--- config.mk ---
export PLATFORM = sky130hd
export DESIGN_NAME = mem_port_arbiter
export DESIGN_NICKNAME = d
export VERILOG_FILES = /design/src/rtl/mem_port_arbiter.sv
export SDC_FILE = /design/constraint.sdc
export NUM_CORES = 1
export LEC_CHECK = 0
export BUFFER_PORTS_ARGS = -buffer_cell sky130_fd_sc_hd__buf_2
export CAP_MARGIN = 20
export CORE_ASPECT_RATIO = 2
export CORE_MARGIN = 4
export CORE_UTILIZATION = 28
export CTS_CLUSTER_DIAMETER = 60
export CTS_CLUSTER_SIZE = 16
export DETAILED_ROUTE_END_ITERATION = 16
export PLACE_DENSITY_LB_ADDON = 0.15
export SKIP_CTS_REPAIR_TIMING = 1
export SLEW_MARGIN = 5
export SYNTH_ARGS = -nofsm -noshare
export SYNTH_HDL_FRONTEND = slang
export SYNTH_SLANG_ARGS = --single-unit
--- constraint.sdc ---
create_clock -name clk -period 2.1 [get_ports clk]
set_input_delay 0.105 -clock clk [delete_from_list [all_inputs] [get_ports clk]]
set_output_delay 0.105 -clock clk [all_outputs]
set_load 0.02 [all_outputs]
--- src/rtl/mem_port_arbiter.sv ---
// mem_port_arbiter: shares memory port B between the CPU and an I/O requester.
// Each access takes a GNT cycle (address/we out) and a DONE cycle (read data back).
module mem_port_arbiter #(
  parameter int ADDR_W = 10,
  parameter int DATA_W = 16,
  parameter bit RR_MODE = 1'b1
) (
  input  logic              clk,
  input  logic              reset,
  input  logic              cpu_req,
  input  logic              cpu_we,
  input  logic [ADDR_W-1:0] cpu_addr,
  input  logic [DATA_W-1:0] cpu_wdata,
  output logic              cpu_gnt,
  output logic              cpu_done,
  output logic [DATA_W-1:0] cpu_rdata,
  input  logic              io_req,
  input  logic              io_we,
  input  logic [ADDR_W-1:0] io_addr,
  input  logic [DATA_W-1:0] io_wdata,
  output logic              io_gnt,
  output logic              io_done,
  output logic [DATA_W-1:0] io_rdata,
  output logic [ADDR_W-1:0] mem_addr,
  output logic [DATA_W-1:0] mem_wdata,
  output logic              mem_we,
  input  logic [DATA_W-1:0] mem_rdata
);
  typedef enum logic [2:0] {IDLE, GNT_CPU, GNT_IO, DONE_CPU, DONE_IO} state_t;
  state_t r_state, w_next;
  logic r_last_io, r_we, w_pick_io;
  logic [ADDR_W-1:0] r_addr;
  logic [DATA_W-1:0] r_wdata, r_cpu_rdata, r_io_rdata;
  always_comb begin
    w_pick_io = io_req && (!cpu_req || (RR_MODE && !r_last_io));
    w_next = r_state == GNT_CPU ? DONE_CPU :
             r_state == GNT_IO  ? DONE_IO  :
             w_pick_io          ? GNT_IO   :
             cpu_req            ? GNT_CPU  : IDLE;
  end
  always_ff @(posedge clk) begin
    if (reset) begin
      r_state     <= IDLE;
      r_last_io   <= 1'b1;
      r_we        <= 1'b0;
      r_addr      <= '0;
      r_wdata     <= '0;
      r_cpu_rdata <= '0;
      r_io_rdata  <= '0;
    end else begin
      r_state <= w_next;
      if (w_next == GNT_CPU) begin
        r_we      <= cpu_we;
        r_addr    <= cpu_addr;
        r_wdata   <= cpu_wdata;
        r_last_io <= 1'b0;
      end
      if (w_next == GNT_IO) begin
        r_we      <= io_we;
        r_addr    <= io_addr;
        r_wdata   <= io_wdata;
        r_last_io <= 1'b1;
      end
      if (r_state == DONE_CPU && !r_we) r_cpu_rdata <= mem_rdata;
      if (r_state == DONE_IO && !r_we) r_io_rdata <= mem_rdata;
    end
  end
  // read data bypasses the holding register so it is valid alongside done
  assign cpu_rdata = (r_state == DONE_CPU && !r_we) ? mem_rdata : r_cpu_rdata;
  assign io_rdata  = (r_state == DONE_IO && !r_we) ? mem_rdata : r_io_rdata;
  assign cpu_gnt   = r_state == GNT_CPU;
  assign io_gnt    = r_state == GNT_IO;
  assign cpu_done  = r_state == DONE_CPU;
  assign io_done   = r_state == DONE_IO;
  assign mem_we    = r_we && (cpu_gnt || io_gnt);
  assign mem_addr  = r_addr;
  assign mem_wdata = r_wdata;
endmodule

==> key figures <==
Route
  • DR WL/cell: 14.78 µm
  • Via count: 2433
  • DRC: 0
  • DRT Pass-1 Iters: 4
  • Met2 WL: 4021 µm
  • Total routed wirelength: 7713 µm
  • Met3 wire len: 650 µm
  • Vias per inst: 4.661
  • DR top layer: met4
  • Initial DRC count: 33
  • Antenna Nets Post-Route: 0
  • M1 WL: 2926 µm

Place
  • HPWL Detailed: 5780 µm
  • Post-placement cell count: 506
  • Port Buffers: 136
  • DP Area: 3637 µm²
  • GPL Wtd Cong: 0.6671

Floorplanning
  • Cell Rows: 51
  • IO Count: 137
  • Die area: 11930 µm²
  • Die extent in y: 150.5 µm
  • Initial core utilization: 28.94%
  • Core ar.: 9827 µm²
  • Die width: 79.27 µm

Yosys
  • Syn. warnings: 0
  • Largest cells by area after synthesis: dfxtp_1 (44%), mux2_4 (9.5%), o32ai_1 (8.3%)
  • Distinct cells, synth: 31
  • Commonest cells in the synthesized netlist: dfxtp_1 (63), inv_1 (28), o32ai_1 (27), nor2b_1 (23), mux2_4 (18)
  • Avg Cell Area, Syn: 11.15 µm²
  • Syn_nets: 329
  • Sequential cell area fraction in the yosys report: 44.35%
  • Cells after Synth: 255
  • Top cell type's share of synthesized area: 44.35%
  • Register bit total from synthesis: 63
  • Most frequent cell after synthesis: dfxtp_1
  • Yosys top cell by area: dfxtp_1
  • Mapped Area: 2844 µm²
  • FFs w/ async S/R, synth: 0%
  • Main flop type after synthesis: dfxtp_1
  • EDFF count, synth: 0

Final layout
  • Layout area overhead: 39.33%
  • Nets: 459
  • Post-Layout Cell Count: 522
  • Fraction of final layout cells with drive strength greater than 1: 52.31%
  • Fillers: 1040
  • Ant diodes: 0
  • Final Util: 40.32%
  • Final Cell Area: 3963 µm²

Critical path
  • Crit path kind: reg -> out
  • CP Capture Type: primary output
  • Worst EP required: 2.00 ns
  • CP Launch Type: register
  • R2R depth: 4
  • Critical path, cell by cell: nor4b_4 > buf_4 > mux2_2 > buf_2
  • Arr. time, crit path: 1.86 ns
  • Slowest cell delay on critical path: 0.45 ns
  • Crit-path slowest cell: dfxtp_1
  • Worst Path Max Fanout: 16

Clock network
  • CTS root buf: clkbuf_16
  • Clock buffer count from CTS: 9
  • CTS sink cnt: 63
  • H-tree level count: 3
  • Clk slew on worst S/H paths: 0.05 ns
  • Clk buf depth: 2
  • CTS tree: yes
  • Clk_lat worst skew: 0.32 ns

Global routing
  • Vias in the first global route: 2436
  • Total gr overflow: 0
  • Antenna violations before repair: 0
  • Aggregate global-route resource usage: 12.87%
  • First-pass GRT wire length: 11940 µm
  • Largest net degree at the start of global routing: 34

Pwr
  • Flop pwr share: 36.2%
  • Leak: 0.001874 µW
  • PwrDens: 953.0 nW/µm²
  • Sw power: 1036 µW
  • Maximum vdd drop: 462.7 µV
  • P_int: 2741 µW
  • Clock power frac: 42.5%
  • Combinational group share of total power: 21.4%
  • Sw Ratio: 27.42%

Run status
  • Status: finished, final reports clean

Worst hold path
  • Hold depth: 3
  • Worst min-delay path category: in -> reg

STA
  • Setup violators final: 0
  • Min Tclk post-route: 1.970 ns
  • RSZ-0062 raised after global routing: no
  • Setup TNS: 0 ns
  • Fmax: 507.7 MHz
  • Fin crit share: 93.80%
  • Pins Over Slew Limit: 0
  • Measured slew at the worst slew-check pin: 0.5957 ns
  • WHS: 0.1003 ns
  • Rel. slew slack: 60.28%
  • Worst Skew: 0.007378 ns
  • Final Hold Viols: 0

Job
  • Max_cap viols: 0
[placed cells by master, fill, tap and decap left out, types with 4 or more instances in the layout]
cell / netlist / final
nor2_1: 4 / 4
o32ai_1: 27 / 27
inv_1: 28 / 28
a221oi_2: 10 / 10
mux2_4: 18 / 18
buf_4: 1 / 5
mux2_2: 14 / 14
nor2b_1: 23 / 22
clkbuf_16: 0 / 9
buf_2: 6 / 136
a221oi_1: 17 / 17
dfxtp_1: 63 / 63
and2b_1: 10 / 10
[worst max-delay path: cells and delay by family (launching register included)]
kind | cells | cell delay (ns)
buf+inv | 2 | 0.48
flops | 1 | 0.45
mux | 1 | 0.38
simple gates | 1 | 0.23
[power by group through the flow]
stage / combinational [µW] / sequential, µW / clock, µW
3_5_place_dp: 822 / 1390 / 0
4_1_cts: 825 / 1370 / 1650
6_report: 807 / 1370 / 1600
2_1_floorplan: 450 / 1480 / 0
5_1_grt: 882 / 1380 / 1700
3_3_place_gp: 815 / 1390 / 0
[sequential cells by signal, indices dropped and copies added (netlist names)]
signal and cells:
mem_wdata 16, r_io_rdata 16, r_last_io 1, r_state 3, r_we 1, mem_addr 10
r_cpu_rdata 16
[kinds of logic (layout without fill, tap and decap cells)]
logic type	Yosys count	count (layout)	share of synthesized area, %
simple gates	46	46	11.22
flops	63	63	44.35
buf+inv	53	188	8.491
xor+xnor	1	1	0.3080
mux	32	32	15.05
compound gates	60	60	20.59
[metal layers]
layer / up-vias / GRT usage [%]
met5: - / 0
met4: 0 / 5.422
met3: 7 / 3.892
met2: 104 / 23.23
met1: 1124 / 13.59
li1: 1198 / -
[metrics by stage]
stage / power [µW] / worst slack (ns)
floorplan: 1933 / 0.4300
global placement: 2203 / 0.4784
detailed placement: 2214 / 0.4447
CTS: 3847 / 0.09560
global route: 3959 / 0.001542
finish: 3776 / 0.1303
[layout make-up]
type | count | area (µm²) | share of cell area (%)
Multi-Input combinational cell | 139 | 1344 | 33.91
Sequential cell | 63 | 1261 | 31.83
Timing Repair Buffer | 143 | 758.2 | 19.13
Clock buffer | 13 | 260.3 | 6.568
Tap cell | 132 | 165.2 | 4.168
Inverter | 29 | 108.9 | 2.747
Clock inverter | 3 | 65.06 | 1.642
[path summary, 6_finish.rpt]
path	endpoint	slack, ns	from
setup / recovery	io_rdata[4]	0.13	r_state[2]
hold / removal	r_state[1]	0.10	io_req
setup reg to reg	r_io_rdata[4]	0.45	r_state[2]
hold reg to reg	mem_wdata[8]	0.45	mem_wdata[8]
No activity file was read; power rests on OpenSTA's default activity.
